===== src/rtl/apb_reg_slave_if.sv =====
// APB bus bundle between the AHB-to-APB bridge (master) and the register
// bank (slave). PCLKEN travels with the bus because it qualifies every APB
// phase. The PSTRB byte strobes exist only when APB_SLV_PSTRB_EN is defined.
//
// Signals: PCLKEN, PSEL, PENABLE, PADDR, PWRITE, PWDATA, [PSTRB]  (master -> slave)
//          PRDATA, PREADY, PSLVERR                                (slave -> master)
interface apb_reg_slave_if #(
    parameter int ADDRWIDTH = 16,
    parameter int DATAWIDTH = 32
);
    logic                   PCLKEN;
    logic                   PSEL;
    logic                   PENABLE;
    logic [ADDRWIDTH-1:0]   PADDR;
    logic                   PWRITE;
    logic [DATAWIDTH-1:0]   PWDATA;
`ifdef APB_SLV_PSTRB_EN
    logic [DATAWIDTH/8-1:0] PSTRB;
`endif
    logic [DATAWIDTH-1:0]   PRDATA;
    logic                   PREADY;
    logic                   PSLVERR;

    modport master (
        output PCLKEN, PSEL, PENABLE, PADDR, PWRITE, PWDATA,
`ifdef APB_SLV_PSTRB_EN
        output PSTRB,
`endif
        input  PRDATA, PREADY, PSLVERR
    );

    modport slave (
        input  PCLKEN, PSEL, PENABLE, PADDR, PWRITE, PWDATA,
`ifdef APB_SLV_PSTRB_EN
        input  PSTRB,
`endif
        output PRDATA, PREADY, PSLVERR
    );
endinterface


===== src/rtl/apb_reg_slave.sv =====
// APB3 completer register bank: NUM_REGS-1 read/write registers followed by
// one read-only status register (error-free write count in [15:0], wrapping;
// error response count in [31:16], saturating). Each access phase holds
// PREADY low for WAIT_CYCLES PCLKEN-qualified cycles. Misaligned, out-of-range
// and status-write accesses complete with PSLVERR.
//
// Ports:
//   HCLK     clock shared with the bridge
//   HRESETn  asynchronous active-low reset
//   apb      slave modport of apb_reg_slave_if (PCLKEN/PSEL/PENABLE/PADDR/
//            PWRITE/PWDATA[/PSTRB] in, PRDATA/PREADY/PSLVERR out)
//
// Build option: APB_SLV_PSTRB_EN adds APB4 byte strobes on writes.
//
// state  | meaning
// -------+--------------------------------------------------------------
// IDLE   | no transfer owned; waiting for a setup phase
// ACCESS | decode latched; counting wait states, completes at wcnt == 0
module apb_reg_slave #(
    parameter int ADDRWIDTH   = 16,
    parameter int DATAWIDTH   = 32,
    parameter int NUM_REGS    = 8,
    parameter int WAIT_CYCLES = 1
) (
    input  logic             HCLK,
    input  logic             HRESETn,
    apb_reg_slave_if.slave   apb
);
    localparam int IDXW = ADDRWIDTH - 2;
    localparam int NB   = DATAWIDTH / 8;
    localparam int NRW  = NUM_REGS - 1;
    localparam logic [IDXW-1:0] STATUS_IDX = IDXW'(NUM_REGS - 1);

    typedef enum logic {
        IDLE   = 1'b0,
        ACCESS = 1'b1
    } state_t;

    state_t                 state_q, state_d;
    logic [3:0]             wcnt_q, wcnt_d;
    logic [IDXW-1:0]        idx_q, idx_d;
    logic                   write_q, write_d;
    logic                   err_q, err_d;
    logic [DATAWIDTH-1:0]   wdata_q, wdata_d;
    logic [DATAWIDTH-1:0]   regs_q [NRW];
    logic [DATAWIDTH-1:0]   regs_d [NRW];
    logic [15:0]            wr_cnt_q, wr_cnt_d;
    logic [15:0]            err_cnt_q, err_cnt_d;
    logic                   pready_q, pready_d;
    logic                   pslverr_q, pslverr_d;
    logic [DATAWIDTH-1:0]   prdata_q, prdata_d;
    logic [NB-1:0]          wr_strb;

`ifdef APB_SLV_PSTRB_EN
    logic [NB-1:0]          strb_q, strb_d;
    assign wr_strb = strb_q;
`else
    assign wr_strb = '1;
`endif

    logic [IDXW-1:0]        setup_idx;
    logic                   setup_err;
    logic [DATAWIDTH-1:0]   rd_word;

    assign setup_idx = apb.PADDR[ADDRWIDTH-1:2];
    assign setup_err = (apb.PADDR[1:0] != 2'b00) ||
                       (setup_idx > STATUS_IDX) ||
                       (apb.PWRITE && (setup_idx == STATUS_IDX));

    always_comb begin
        state_d   = state_q;
        wcnt_d    = wcnt_q;
        idx_d     = idx_q;
        write_d   = write_q;
        err_d     = err_q;
        wdata_d   = wdata_q;
        regs_d    = regs_q;
        wr_cnt_d  = wr_cnt_q;
        err_cnt_d = err_cnt_q;
`ifdef APB_SLV_PSTRB_EN
        strb_d    = strb_q;
`endif
        if (apb.PCLKEN) begin
            case (state_q)
                IDLE: begin
                    if (apb.PSEL && !apb.PENABLE) begin
                        state_d = ACCESS;
                        wcnt_d  = 4'(WAIT_CYCLES);
                        idx_d   = setup_idx;
                        write_d = apb.PWRITE;
                        err_d   = setup_err;
                        wdata_d = apb.PWDATA;
`ifdef APB_SLV_PSTRB_EN
                        strb_d  = apb.PSTRB;
`endif
                    end
                end
                ACCESS: begin
                    if (!apb.PSEL) begin
                        // Master abandoned the transfer: drop it silently.
                        state_d = IDLE;
                    end else if (apb.PENABLE) begin
                        if (wcnt_q != 4'd0) begin
                            wcnt_d = wcnt_q - 4'd1;
                        end else begin
                            state_d = IDLE;
                            if (err_q) begin
                                if (err_cnt_q != 16'hFFFF) err_cnt_d = err_cnt_q + 16'd1;
                            end else if (write_q) begin
                                wr_cnt_d = wr_cnt_q + 16'd1;
                                for (int i = 0; i < NRW; i++) begin
                                    if (idx_q == IDXW'(i)) begin
                                        for (int b = 0; b < NB; b++) begin
                                            if (wr_strb[b]) regs_d[i][8*b +: 8] = wdata_q[8*b +: 8];
                                        end
                                    end
                                end
                            end
                        end
                    end
                end
                default: state_d = IDLE;
            endcase
        end
    end

    // Read mux uses current register/counter values: a completing edge always
    // returns to IDLE, so a registered read is never taken on an updating edge.
    always_comb begin
        rd_word = '0;
        if (idx_d == STATUS_IDX) begin
            rd_word = DATAWIDTH'({err_cnt_q, wr_cnt_q});
        end else begin
            for (int i = 0; i < NRW; i++) begin
                if (idx_d == IDXW'(i)) rd_word = regs_q[i];
            end
        end
    end

    // Outputs are registered from next-state so they match state/wcnt exactly.
    always_comb begin
        pready_d  = (state_d == ACCESS) && (wcnt_d == 4'd0);
        pslverr_d = pready_d && err_d;
        prdata_d  = (pready_d && !write_d && !err_d) ? rd_word : '0;
    end

    always_ff @(posedge HCLK or negedge HRESETn) begin
        if (!HRESETn) begin
            state_q   <= IDLE;
            wcnt_q    <= 4'd0;
            idx_q     <= '0;
            write_q   <= 1'b0;
            err_q     <= 1'b0;
            wdata_q   <= '0;
            regs_q    <= '{default: '0};
            wr_cnt_q  <= 16'd0;
            err_cnt_q <= 16'd0;
            pready_q  <= 1'b0;
            pslverr_q <= 1'b0;
            prdata_q  <= '0;
`ifdef APB_SLV_PSTRB_EN
            strb_q    <= '0;
`endif
        end else begin
            state_q   <= state_d;
            wcnt_q    <= wcnt_d;
            idx_q     <= idx_d;
            write_q   <= write_d;
            err_q     <= err_d;
            wdata_q   <= wdata_d;
            regs_q    <= regs_d;
            wr_cnt_q  <= wr_cnt_d;
            err_cnt_q <= err_cnt_d;
            pready_q  <= pready_d;
            pslverr_q <= pslverr_d;
            prdata_q  <= prdata_d;
`ifdef APB_SLV_PSTRB_EN
            strb_q    <= strb_d;
`endif
        end
    end

    assign apb.PREADY  = pready_q;
    assign apb.PSLVERR = pslverr_q;
    assign apb.PRDATA  = prdata_q;
endmodule

===== src/flat_wrapper.sv =====
// flat-port wrapper written by rule: the top's interface ports become plain ports
module apb_reg_slave_flat 
#(
    parameter int ADDRWIDTH   = 16,
    parameter int DATAWIDTH   = 32,
    parameter int NUM_REGS    = 8,
    parameter int WAIT_CYCLES = 1
)
  (HCLK, HRESETn, apb_PCLKEN, apb_PSEL, apb_PENABLE, apb_PADDR, apb_PWRITE, apb_PWDATA, apb_PRDATA, apb_PREADY, apb_PSLVERR);
  apb_reg_slave_if #(.ADDRWIDTH(ADDRWIDTH), .DATAWIDTH(DATAWIDTH)) apb_i ();
  input  logic HCLK;
  input  logic HRESETn;
  input wire logic [$bits(apb_i.PCLKEN)-1:0] apb_PCLKEN;
  input wire logic [$bits(apb_i.PSEL)-1:0] apb_PSEL;
  input wire logic [$bits(apb_i.PENABLE)-1:0] apb_PENABLE;
  input wire logic [$bits(apb_i.PADDR)-1:0] apb_PADDR;
  input wire logic [$bits(apb_i.PWRITE)-1:0] apb_PWRITE;
  input wire logic [$bits(apb_i.PWDATA)-1:0] apb_PWDATA;
  output wire logic [$bits(apb_i.PRDATA)-1:0] apb_PRDATA;
  output wire logic [$bits(apb_i.PREADY)-1:0] apb_PREADY;
  output wire logic [$bits(apb_i.PSLVERR)-1:0] apb_PSLVERR;
  assign apb_i.PCLKEN = apb_PCLKEN;
  assign apb_i.PSEL = apb_PSEL;
  assign apb_i.PENABLE = apb_PENABLE;
  assign apb_i.PADDR = apb_PADDR;
  assign apb_i.PWRITE = apb_PWRITE;
  assign apb_i.PWDATA = apb_PWDATA;
  assign apb_PRDATA = apb_i.PRDATA;
  assign apb_PREADY = apb_i.PREADY;
  assign apb_PSLVERR = apb_i.PSLVERR;
  apb_reg_slave #(.ADDRWIDTH(ADDRWIDTH), .DATAWIDTH(DATAWIDTH), .NUM_REGS(NUM_REGS), .WAIT_CYCLES(WAIT_CYCLES)) u_core (.HCLK(HCLK), .HRESETn(HRESETn), .apb(apb_i));
endmodule

===== config.mk =====
export PLATFORM = sky130hd
export DESIGN_NAME = apb_reg_slave_flat
export DESIGN_NICKNAME = d
export VERILOG_FILES = /design/src/rtl/apb_reg_slave_if.sv /design/src/rtl/apb_reg_slave.sv /design/src/flat_wrapper.sv
export SDC_FILE = /design/constraint.sdc
export NUM_CORES = 1
export LEC_CHECK = 0
export ABC_CLOCK_PERIOD_IN_PS = 3600
export BUFFER_PORTS_ARGS = -buffer_cell sky130_fd_sc_hd__buf_2
export CAP_MARGIN = 10
export CORE_ASPECT_RATIO = 1.75
export CORE_MARGIN = 2
export CORE_UTILIZATION = 61
export DETAILED_ROUTE_END_ITERATION = 10
export PLACE_DENSITY = 0.8
export SYNTH_ARGS = -nofsm -noshare
export SYNTH_HDL_FRONTEND = slang
export SYNTH_SLANG_ARGS = --single-unit

===== constraint.sdc =====
create_clock -name HCLK -period 3.6 [get_ports HCLK]
set_input_delay 1.08 -clock HCLK [delete_from_list [all_inputs] [get_ports HCLK]]
set_output_delay 1.08 -clock HCLK [all_outputs]
set_load 0.01 [all_outputs]

==> impl_metrics.yaml, run 1 <==
outcome:
  status: "finished clean"
sta:
  worst_hold_slack_ns: 0.472
  rsz0062_at_grt: "false"
  tns_ns: 0
  slew_viol_final: 0
  finalCriticalPeriod_ns: 3.25
  maxSlewHeadroom_pct: 53.9
  tightest_slew_ns: 0.692
  worst_slack_ns: 0.355
  max_freq_ghz: 0.308
  post-route-period-util_pct: 90.1
  final-setup-viol-count: 0
  hold_viol_final: 0
  finClkSkew_ns: 0.0106
critical_path:
  required_ns: 4.06
  cpPeakStageDelay_ns: 0.48
  crit_buf_inv: 3
  critPathTopFamily: "simple AND/OR/NAND/NOR gates"
  cp-start-kind: "register"
  critPathSlowestCell: "nor3b_1"
  crit_cells: 10
  r2r_cells: 10
  critical_path_class: "reg -> reg"
  cp.arrival_ns: 3.70
  crit_chain: "inv_1 -> ha_1 -> nor3b_1 -> nand2_1 -> nor3b_2 -> nand4b_1 -> buf_4 -> nor2_4 -> buf_12 -> mux2_2"
  crit_fanout: 25
  endpoint_kind: "register"
clocking:
  worstSkewPairLatency_ns: 0.58
  cts_buffer_depth: 3
  cts_buffers: 31
  postCtsSetupBuffers: 0
  h-tree-depth: 1
  clock-sinks: 343
  cts_tree: "done"
  clk_pin_slew_ns: 0.07
  root_buffer: "clkbuf_16"
  ctsResizeCount: 0
  ctsHoldBuffers: 0
detailed_routing:
  wl_per_cell_um: 23.9
  via_count: 10819
  drt_iter0_markers: 928
  route.detailed.drc: 0
  wl_met3_um: 2320
  drtAntennaViolNets: 0
  routed_wl_um: 39400
  top_layer_used: "met4"
  wl_met2_um: 20600
  met1_length_um: 14400
  vias_per_cell: 6.56
  first_pass_iters: 5
synthesis:
  synth.most_common_cell: "dfrtp_1"
  synth_cell_types: 62
  ys_seq_elements: 343
  synth_area_leaders: "dfrtp_1 (57%), mux2_2 (16%), nand2_1 (4.5%)"
  yosysWarnings: 0
  syn_avg_cell_area_um2: 12.3
  netlist_area_um2: 15000
  yosys.area.top_type: "dfrtp_1"
  yosysSeqAreaShare_pct: 57.3
  yosys-top-cells-count: "dfrtp_1 (343), mux2_2 (215), nand2_1 (178)"
  synth_top_area_share_pct: 57.3
  async_reset_ff_share_pct: 100
  synth-main-ff-cell: "dfrtp_1"
  syn_nets: 1275
  syn_inst: 1218
  synth_edf_count: 0
power_and_ir_drop:
  power_leakage_nw: 8.35
  ir_worst_vdd_uv: 427
  p_per_area_nw_per_um2: 508
  total_power_w: 0.00880
finish:
  fillers: 1649
  seq_area_um2: 8580
  final_nets: 1375
  syn_to_final_growth_pct: 15.6
  drive_gt1_share_pct: 33.0
  multi_input_comb_area_um2: 6100
  final_util_pct: 72.1
  n_antenna_cell: 0
global_routing:
  grt_max_degree: 88
  grt.total_usage_pct: 31.8
  grt-ovfl-total: 0
  grt_pass1_vias: 11602
  antenna_found_initial: 0
  grt_first_pass_wirelength_um: 62700
die:
  ios: 88
  dieArea_um2: 25900
  start_util_pct: 62.4
  core-area_um2: 24000
  fp.dieW_um: 122
  placementRows: 75
  die_h_um: 211
flow_run:
  cap_violations: 0
hold_path:
  hp-class: "reg -> reg"
  hold_depth: 2
placement:
  dp_hpwl_um: 24500
  port_buffers: 87
  dp_slack_ns: 0.0730
  place_congestion: 0.918
[final cells by class]
| cell class | instances | share of cell area [%] |
|---|---|---|
| Clock buffer | 38 | 4.92 |
| Inverter | 13 | 0.282 |
| Clock inverter | 17 | 1.42 |
| Sequential cell | 343 | 49.5 |
| Multi-Input combinational cell | 784 | 35.2 |
| Timing Repair Buffer | 145 | 6.38 |
| Tap cell | 308 | 2.22 |
[placed cells by master, fill, tap and decap left out, types with 20 or more instances in the layout]
master / synthesis / routed
a22oi_1: 32 / 32
o2bb2ai_1: 28 / 28
a21oi_1: 35 / 35
buf_4: 1 / 40
nor2_1: 32 / 25
o221ai_1: 20 / 20
xnor2_1: 22 / 22
buf_2: 33 / 86
a221oi_1: 46 / 46
clkbuf_16: 0 / 31
nand2_1: 178 / 178
mux2_2: 215 / 215
dfrtp_1: 343 / 343
[logic make-up (layout without fill, tap and decap cells)]
family                     after synthesis  in the layout  share of synthesized area, %
buffers and inverters                   91            213                          2.71
adders and majority gates                3              3                         0.251
AOI/OAI and AO/OA                      218            218                          11.1
muxes                                  234            234                          17.5
xor gates and xnor gates                30             30                          1.75
DFF                                    343            343                          57.3
and+or+nand+nor                        299            299                          9.41
[worst paths after layout]
check	from	endpoint	slack, ns
min in group asynchronous	HRESETn	u_core.regs_q[166]$_DFFE_PN0P_	0.50
max in group asynchronous	HRESETn	u_core.err_cnt_q[5]$_DFFE_PN0P_	2.21
hold / removal	u_core.idx_q[8]$_DFF_PN0_	u_core.idx_q[8]$_DFF_PN0_	0.47
hold reg to reg	u_core.idx_q[8]$_DFF_PN0_	u_core.idx_q[8]$_DFF_PN0_	0.47
setup reg to reg	u_core.wcnt_q[0]$_DFF_PN0_	u_core.regs_q[117]$_DFFE_PN0P_	0.35
setup / recovery	u_core.wcnt_q[0]$_DFF_PN0_	u_core.regs_q[117]$_DFFE_PN0P_	0.35
[stage by stage]
| step | std cells | cell area, um^2 |
|---|---|---|
| after detailed placement | 1593 | 16200 |
| after global placement | 1593 | 16200 |
| after global routing | 1648 | 17300 |
| after floorplan | 1218 | 15000 |
| after CTS | 1648 | 17300 |
| final | 1648 | 17300 |
[report_power, final]
part / switching (W) / total, W / internal, W / leakage [nW]
Clock: 0.00145 / 0.00355 / 0.00210 / 0.545
Combinational: 0.000547 / 0.000845 / 0.000297 / 3.11
Sequential: 0.000362 / 0.00441 / 0.00405 / 4.69
[worst min-delay path, stage by stage, from the launching register on]
cell     delay (ns)
dfrtp_1        0.34
nand2_1        0.05
nand2_1        0.06
[layer usage]
metal  GRT usage, %  vias to the layer above
met1           38.0                     5554
met4           18.0                        0
met5              0                        -
li1               -                     4674
met2           54.8                      451
met3           4.12                      140
[flip-flops by register name, summed over array words and instances (netlist names)]
register,count
u_core.err_q,1
u_core.apb.PRDATA,32
u_core.idx_q,14
u_core.apb.PREADY,1
u_core.wcnt_q,4
u_core.err_cnt_q,16
u_core.write_q,1
u_core.apb.PSLVERR,1
u_core.state_q,1
u_core.wdata_q,32
u_core.regs_q,224
u_core.wr_cnt_q,16
Note: power is estimated with default switching activity, not from simulation.
==> inputs of run 2 (changes only) <==
--- a/config.mk
+++ b/config.mk
@@ -8,11 +8,13 @@
 export ABC_CLOCK_PERIOD_IN_PS = 3600
 export BUFFER_PORTS_ARGS = -buffer_cell sky130_fd_sc_hd__buf_2
 export CAP_MARGIN = 10
+export CELL_PAD_IN_SITES_DETAIL_PLACEMENT = 2
+export CELL_PAD_IN_SITES_GLOBAL_PLACEMENT = 2
 export CORE_ASPECT_RATIO = 1.75
 export CORE_MARGIN = 2
-export CORE_UTILIZATION = 61
+export CORE_UTILIZATION = 42
 export DETAILED_ROUTE_END_ITERATION = 10
-export PLACE_DENSITY = 0.8
+export PLACE_DENSITY_LB_ADDON = 0.1
 export SYNTH_ARGS = -nofsm -noshare
 export SYNTH_HDL_FRONTEND = slang
 export SYNTH_SLANG_ARGS = --single-unit
==> run 2 against run 1 <==
  * Sequential power is essentially flat
  * Global-route usage fell by 4.4 points
  * Flip-flop and latch count is the same
  * Via count down 1.2%
  * Clock skew is 0.016 ns higher
  * Clock-buffer cell count up 14
  * Final cell count is 10% higher
==> impl_metrics.yaml, run 2 (synthesis results as in run 1) <==
outcome:
  status: "finished clean"
power_and_ir_drop:
  p_int_w: 0.00641
  ir_worst_vdd_uv: 374
  p_sw_w: 0.00254
  power_frac_comb_pct: 9.9
  p_per_area_nw_per_um2: 505
  power_leakage_nw: 8.43
  seqPwrFrac_pct: 49.6
  clkPwrFrac_pct: 40.5
  p_sw_share_pct: 28.4
clocking:
  worstSkewPairLatency_ns: 0.55
  h-tree-depth: 2
  clk_pin_slew_ns: 0.06
  ctsHoldBuffers: 0
  clock-sinks: 343
  cts_buffers: 35
  postCtsSetupBuffers: 0
  cts_tree: "done"
  cts_buffer_depth: 3
  root_buffer: "clkbuf_16"
  ctsResizeCount: 0
sta:
  tns_ns: 0
  hold_viol_final: 0
  tightest_slew_ns: 0.793
  max_freq_ghz: 0.325
  finalCriticalPeriod_ns: 3.07
  post-route-period-util_pct: 85.4
  final-setup-viol-count: 0
  maxSlewHeadroom_pct: 47.1
  worst_hold_slack_ns: 0.476
  slew_viol_final: 0
  rsz0062_at_grt: "false"
  finClkSkew_ns: 0.0266
critical_path:
  cp.arrival_ns: 3.46
  cpPeakStageDelay_ns: 0.44
  critPathTopFamily: "compound AO/OA/AOI/OAI gates"
  crit_fanout: 11
  crit_chain: "buf_2 -> and4bb_4 -> buf_4 -> nand2_1 -> o22a_1 -> nor2_2 -> buf_4 -> o2bb2ai_1 -> a221oi_1 -> a221oi_1"
  critical_path_class: "in -> reg"
  critPathSlowestCell: "and4bb_4"
  endpoint_kind: "register"
  cp-start-kind: "primary input"
  required_ns: 3.99
  crit_buf_inv: 3
die:
  dieArea_um2: 37300
  fp.dieW_um: 147
  start_util_pct: 42.6
  ios: 88
  die_h_um: 254
  core-area_um2: 35200
  placementRows: 91
finish:
  largest-register: "u_core.regs_q"
  layout_common_cells: "dfrtp_1 (343), mux2_2 (215), nand2_1 (178)"
  syn_to_final_growth_pct: 18.2
  drive_gt1_share_pct: 33.1
  largest_reg_flops: 224
  n_antenna_cell: 0
  final_nets: 1386
  final_common_cell: "dfrtp_1"
global_routing:
  grt.total_usage_pct: 27.4
  antenna_found_initial: 0
  grt-ovfl-total: 0
  grt_pass1_vias: 12570
  grt_first_pass_wirelength_um: 77300
  grt_max_degree: 89
placement:
  place_congestion: 0.807
  dp_hpwl_um: 31400
  port_buffers: 87
detailed_routing:
  first_pass_iters: 6
  drt_iter0_markers: 410
  wl_per_cell_um: 27.1
  via_count: 10694
  route.detailed.drc: 0
  drtAntennaViolNets: 0
  routed_wl_um: 49300
  vias_per_cell: 5.89
flow_run:
  cap_violations: 0
hold_path:
  hp-class: "reg -> reg"
-- run 2: through the flow --
step / total power, W / cell area [um^2] / cells / worst slack (ns) / util (%)
2_1_floorplan: 0.00478 / 15000 / 1218 / 0.429 / -
3_3_place_gp: 0.00534 / 16600 / 1757 / 0.132 / 47.2
3_5_place_dp: 0.00540 / 16600 / 1757 / 0.0704 / 47.2
4_1_cts: 0.00906 / 17700 / 1817 / 0.577 / 50.3
5_1_grt: 0.00929 / 17700 / 1817 / 0.416 / 50.3
6_report: 0.00895 / 17700 / 1817 / 0.527 / 50.3
-- run 2: power groups by stage --
stage	clock network (W)	registers, W	logic (W)
finish	0.00362	0.00444	0.000886
global route	0.00384	0.00448	0.000978
CTS	0.00372	0.00444	0.000903
detailed placement	0	0.00450	0.000897
global placement	0	0.00449	0.000850
floorplan	0	0.00431	0.000475
-- run 2: final timing paths --
kind,from,end,slack (ns),depth (start not counted)
worst max-delay path,apb_PENABLE,u_core.apb.PRDATA[10]$_DFF_PN0_,0.53,10
worst min-delay path,u_core.wr_cnt_q[15]$_DFFE_PN0P_,u_core.wr_cnt_q[15]$_DFFE_PN0P_,0.48,1
worst max register to register,u_core.wcnt_q[0]$_DFF_PN0_,u_core.regs_q[219]$_DFFE_PN0P_,0.62,10
worst min register to register,u_core.wr_cnt_q[15]$_DFFE_PN0P_,u_core.wr_cnt_q[15]$_DFFE_PN0P_,0.48,1
max in group asynchronous,HRESETn,u_core.regs_q[16]$_DFFE_PN0P_,2.21,2
min in group asynchronous,HRESETn,u_core.idx_q[4]$_DFF_PN0_,0.56,1
-- run 2: routing by layer --
metal / vias up / part of all wire, % / GRT usage [%]
met5: - / 0 / 0
met2: 193 / 55 / 51.6
li1: 4668 / - / -
met3: 102 / 2.9 / 3.00
met1: 5731 / 38 / 31.7
met4: 0 / 3.9 / 10.7
-- run 2: area by class of cell --
cell class | instances | area [um^2]
Clock inverter | 8 | 80.1
Inverter | 13 | 48.8
Tap cell | 465 | 582
Timing Repair Buffer | 152 | 1270
Clock buffer | 52 | 1030
Multi-Input combinational cell | 784 | 6120
Sequential cell | 343 | 8580
Fill cell | 3410 | 17500
-- run 2: worst reg2reg max path, delay by kind of cell (launching register included) --
| family | cells | cell delay, ns |
|---|---|---|
| buffers and inverters | 3 | 0.54 |
| AND/OR/NAND/NOR | 5 | 1.20 |
| multiplexers | 1 | 0.41 |
| flip-flops | 1 | 0.44 |
| adder cells (fa/ha/maj) | 1 | 0.27 |
==> inputs of run 3 (changes only) <==
--- a/config.mk
+++ b/config.mk
@@ -5,6 +5,7 @@
 export SDC_FILE = /design/constraint.sdc
 export NUM_CORES = 1
 export LEC_CHECK = 0
+export ABC_AREA = 1
 export ABC_CLOCK_PERIOD_IN_PS = 3600
 export BUFFER_PORTS_ARGS = -buffer_cell sky130_fd_sc_hd__buf_2
 export CAP_MARGIN = 10
@@ -12,7 +13,7 @@
 export CELL_PAD_IN_SITES_GLOBAL_PLACEMENT = 2
 export CORE_ASPECT_RATIO = 1.75
 export CORE_MARGIN = 2
-export CORE_UTILIZATION = 42
+export CORE_UTILIZATION = 38
 export DETAILED_ROUTE_END_ITERATION = 10
 export PLACE_DENSITY_LB_ADDON = 0.1
 export SYNTH_ARGS = -nofsm -noshare
==> run 3 against run 2 <==
  * Utilization is 5.7 points lower
  * Final area is 0.93% higher
  * Critical path depth is 3 higher
  * Flip-flop and latch count stayed put
  * First-iteration DRC count is 43% higher
  * Global-route usage is 0.72 points lower
  * Fmax is 7.1% lower
  * Non-clock buffer count is 6 higher
  * Clock power is 2% lower
  * Critical path type is now reg -> reg
  * Sequential power is 7.2% lower
  * Register-to-register slack worse by 0.33 ns
  * Synthesized cell count is 48% higher
==> impl_metrics.yaml, run 3 <==
critical_path:
  required_ns: 4.07
  path_common_cell: "nand2_1"
  crit_chain: "inv_1 -> ha_1 -> nand2_1 -> nor2_1 -> nand2_1 -> nor4_1 -> buf_4 -> nand2_1 -> buf_4 -> nor3_1 -> nand3_1 -> nor4_1 -> xor2_1"
  endpoint_kind: "register"
  cp.arrival_ns: 3.78
  critical_path_class: "reg -> reg"
  critPathSlowestCell: "nor4_1"
  cp-start-kind: "register"
  crit_fanout: 4
  cpPeakStageDelay_ns: 0.79
finish:
  drive_gt1_share_pct: 14.6
  fillers: 4466
  seq_area_um2: 8580
  largest-register: "u_core.regs_q"
  syn_to_final_growth_pct: 15.6
  final_nets: 1954
  n_antenna_cell: 0
  final_common_cell: "nand2_1"
  finalNonFillerCells: 2414
  largest_reg_flops: 224
  multi_input_comb_area_um2: 5890
  layout_common_cells: "nand2_1 (590), dfrtp_1 (343), o21ai_0 (286)"
detailed_routing:
  top_layer_used: "met4"
  met1_length_um: 21300
  wl_per_cell_um: 22.6
  wl_met2_um: 30000
  wl_met3_um: 1350
  vias_per_cell: 5.45
  via_count: 13165
  drtAntennaViolNets: 0
  drt_iter0_markers: 587
  route.detailed.drc: 0
  routed_wl_um: 54500
  first_pass_iters: 5
synthesis:
  syn_inst: 1798
  syn_nets: 1855
  yosys-top-cells-count: "nand2_1 (591), dfrtp_1 (343), o21ai_0 (286)"
  synth_area_leaders: "dfrtp_1 (56%), nand2_1 (14%), o21ai_0 (9.3%)"
  syn_avg_cell_area_um2: 8.60
  netlist_area_um2: 15500
  ys_seq_elements: 343
  yosysWarnings: 0
  synth-main-ff-cell: "dfrtp_1"
  synth_cell_types: 41
  async_reset_ff_share_pct: 100
  yosysSeqAreaShare_pct: 55.5
  synth_edf_count: 0
  yosys.area.top_type: "dfrtp_1"
  synth.most_common_cell: "nand2_1"
  synth_top_area_share_pct: 55.5
power_and_ir_drop:
  p_per_area_nw_per_um2: 482
  power_frac_comb_pct: 11.1
  p_sw_share_pct: 27.7
  clkPwrFrac_pct: 41.2
  total_power_w: 0.00862
  p_sw_w: 0.00239
  p_int_w: 0.00623
  power_leakage_nw: 8.71
  seqPwrFrac_pct: 47.8
  ir_worst_vdd_uv: 348
sta:
  final-setup-viol-count: 0
  hold_viol_final: 0
  maxSlewHeadroom_pct: 31.4
  worst_hold_slack_ns: 0.482
  tightest_slew_ns: 1.02
  rsz0062_at_grt: "false"
  post-route-period-util_pct: 91.9
  slew_viol_final: 0
  finalCriticalPeriod_ns: 3.31
  max_freq_ghz: 0.302
  worst_slack_ns: 0.291
  finClkSkew_ns: 0.0185
outcome:
  status: "finished clean"
global_routing:
  grt_max_degree: 67
  grt-ovfl-total: 0
  grt_first_pass_wirelength_um: 86900
  antenna_found_initial: 0
  grt_pass1_vias: 15020
  grt.total_usage_pct: 26.7
hold_path:
  hp-class: "reg -> reg"
clocking:
  ctsResizeCount: 0
  root_buffer: "clkbuf_16"
  clk_pin_slew_ns: 0.06
  cts_tree: "done"
  worstSkewPairLatency_ns: 0.55
  ctsHoldBuffers: 0
  h-tree-depth: 2
  clock-sinks: 343
  cts_buffers: 35
  postCtsSetupBuffers: 0
  cts_buffer_depth: 3
placement:
  dp_cells: 2355
  port_buffers: 87
  dp_hpwl_um: 36000
  dp_slack_ns: -0.228
  place_congestion: 0.762
die:
  ios: 88
  fp.dieW_um: 156
  start_util_pct: 38.6
  dieArea_um2: 42400
  placementRows: 97
  die_h_um: 271
  core-area_um2: 40100
flow_run:
  cap_violations: 0
-- run 3: cell types whose count changed after synthesis, moves of 28 or more --
cell       change
nand3_1       +75
nand2_1      +413
inv_1        +122
a22oi_1       -32
mux2_2       -214
nand4_1       +35
a221oi_1      -46
o21ai_0      +272
o2bb2ai_1     -28
-- run 3: per-layer routing --
| metal | vias to the layer above | GRT usage (%) |
|---|---|---|
| li1 | 6034 | - |
| met1 | 6851 | 30.7 |
| met2 | 190 | 50.9 |
| met3 | 90 | 2.40 |
| met4 | 0 | 9.01 |
| met5 | - | 0 |
-- run 3: worst paths after layout --
path	start	slack (ns)	end	cells after the start
setup / recovery	u_core.wcnt_q[0]$_DFF_PN0_	0.29	u_core.err_cnt_q[14]$_DFFE_PN0P_	13
hold / removal	u_core.err_cnt_q[15]$_DFFE_PN0P_	0.48	u_core.err_cnt_q[15]$_DFFE_PN0P_	1
setup reg to reg	u_core.wcnt_q[0]$_DFF_PN0_	0.29	u_core.err_cnt_q[14]$_DFFE_PN0P_	13
hold reg to reg	u_core.err_cnt_q[15]$_DFFE_PN0P_	0.48	u_core.err_cnt_q[15]$_DFFE_PN0P_	1
max in group asynchronous	HRESETn	2.14	u_core.wdata_q[19]$_DFFE_PN0P_	2
min in group asynchronous	HRESETn	0.49	u_core.wcnt_q[2]$_DFF_PN0_	1
-- run 3: power by group through the flow --
stage                     Sequential [W]  Combinational (W)  Clock (W)
after floorplan                  0.00416           0.000491          0
after detailed placement         0.00419           0.000969          0
after CTS                        0.00412           0.000982    0.00365
after global placement           0.00417           0.000930          0
final                            0.00412           0.000955    0.00355
after global routing             0.00414            0.00109    0.00378
-- run 3: layout make-up --
| class | instances | area share, % |
|---|---|---|
| Sequential cell | 343 | 48.0 |
| Tap cell | 495 | 3.46 |
| Inverter | 143 | 3.01 |
| Timing Repair Buffer | 158 | 6.52 |
| Clock buffer | 52 | 5.76 |
| Clock inverter | 7 | 0.259 |
| Multi-Input combinational cell | 1216 | 33.0 |
-- run 3: cells by family (layout without fill, tap and decap cells) --
| family | Yosys count | count (layout) | synth area share [%] |
|---|---|---|---|
| and+or+nand+nor | 807 | 807 | 22.1 |
| AOI/OAI and AO/OA | 377 | 377 | 13.9 |
| DFF | 343 | 343 | 55.5 |
| buffers and inverters | 239 | 360 | 6.59 |
| xor gates and xnor gates | 28 | 28 | 1.59 |
| adders and majority gates | 3 | 3 | 0.243 |
| muxes | 1 | 1 | 0.0728 |
-- run 3: critical path, delay by kind of cell, from the launching register on --
kind          cells  cell delay, ns
xor+xnor          1            0.17
fa+ha+maj         1            0.17
buf+inv           3            0.48
flops             1            0.39
simple gates      8            2.04
-- run 3: stage by stage --
stage	cell area (um^2)	setup TNS (ns)	utilization, %
final	17900	0	44.6
after global routing	17900	0	44.6
after CTS	17900	0	44.6
after detailed placement	16800	-4.11	41.9
after global placement	16800	-0.796	41.9
after floorplan	15500	0	-
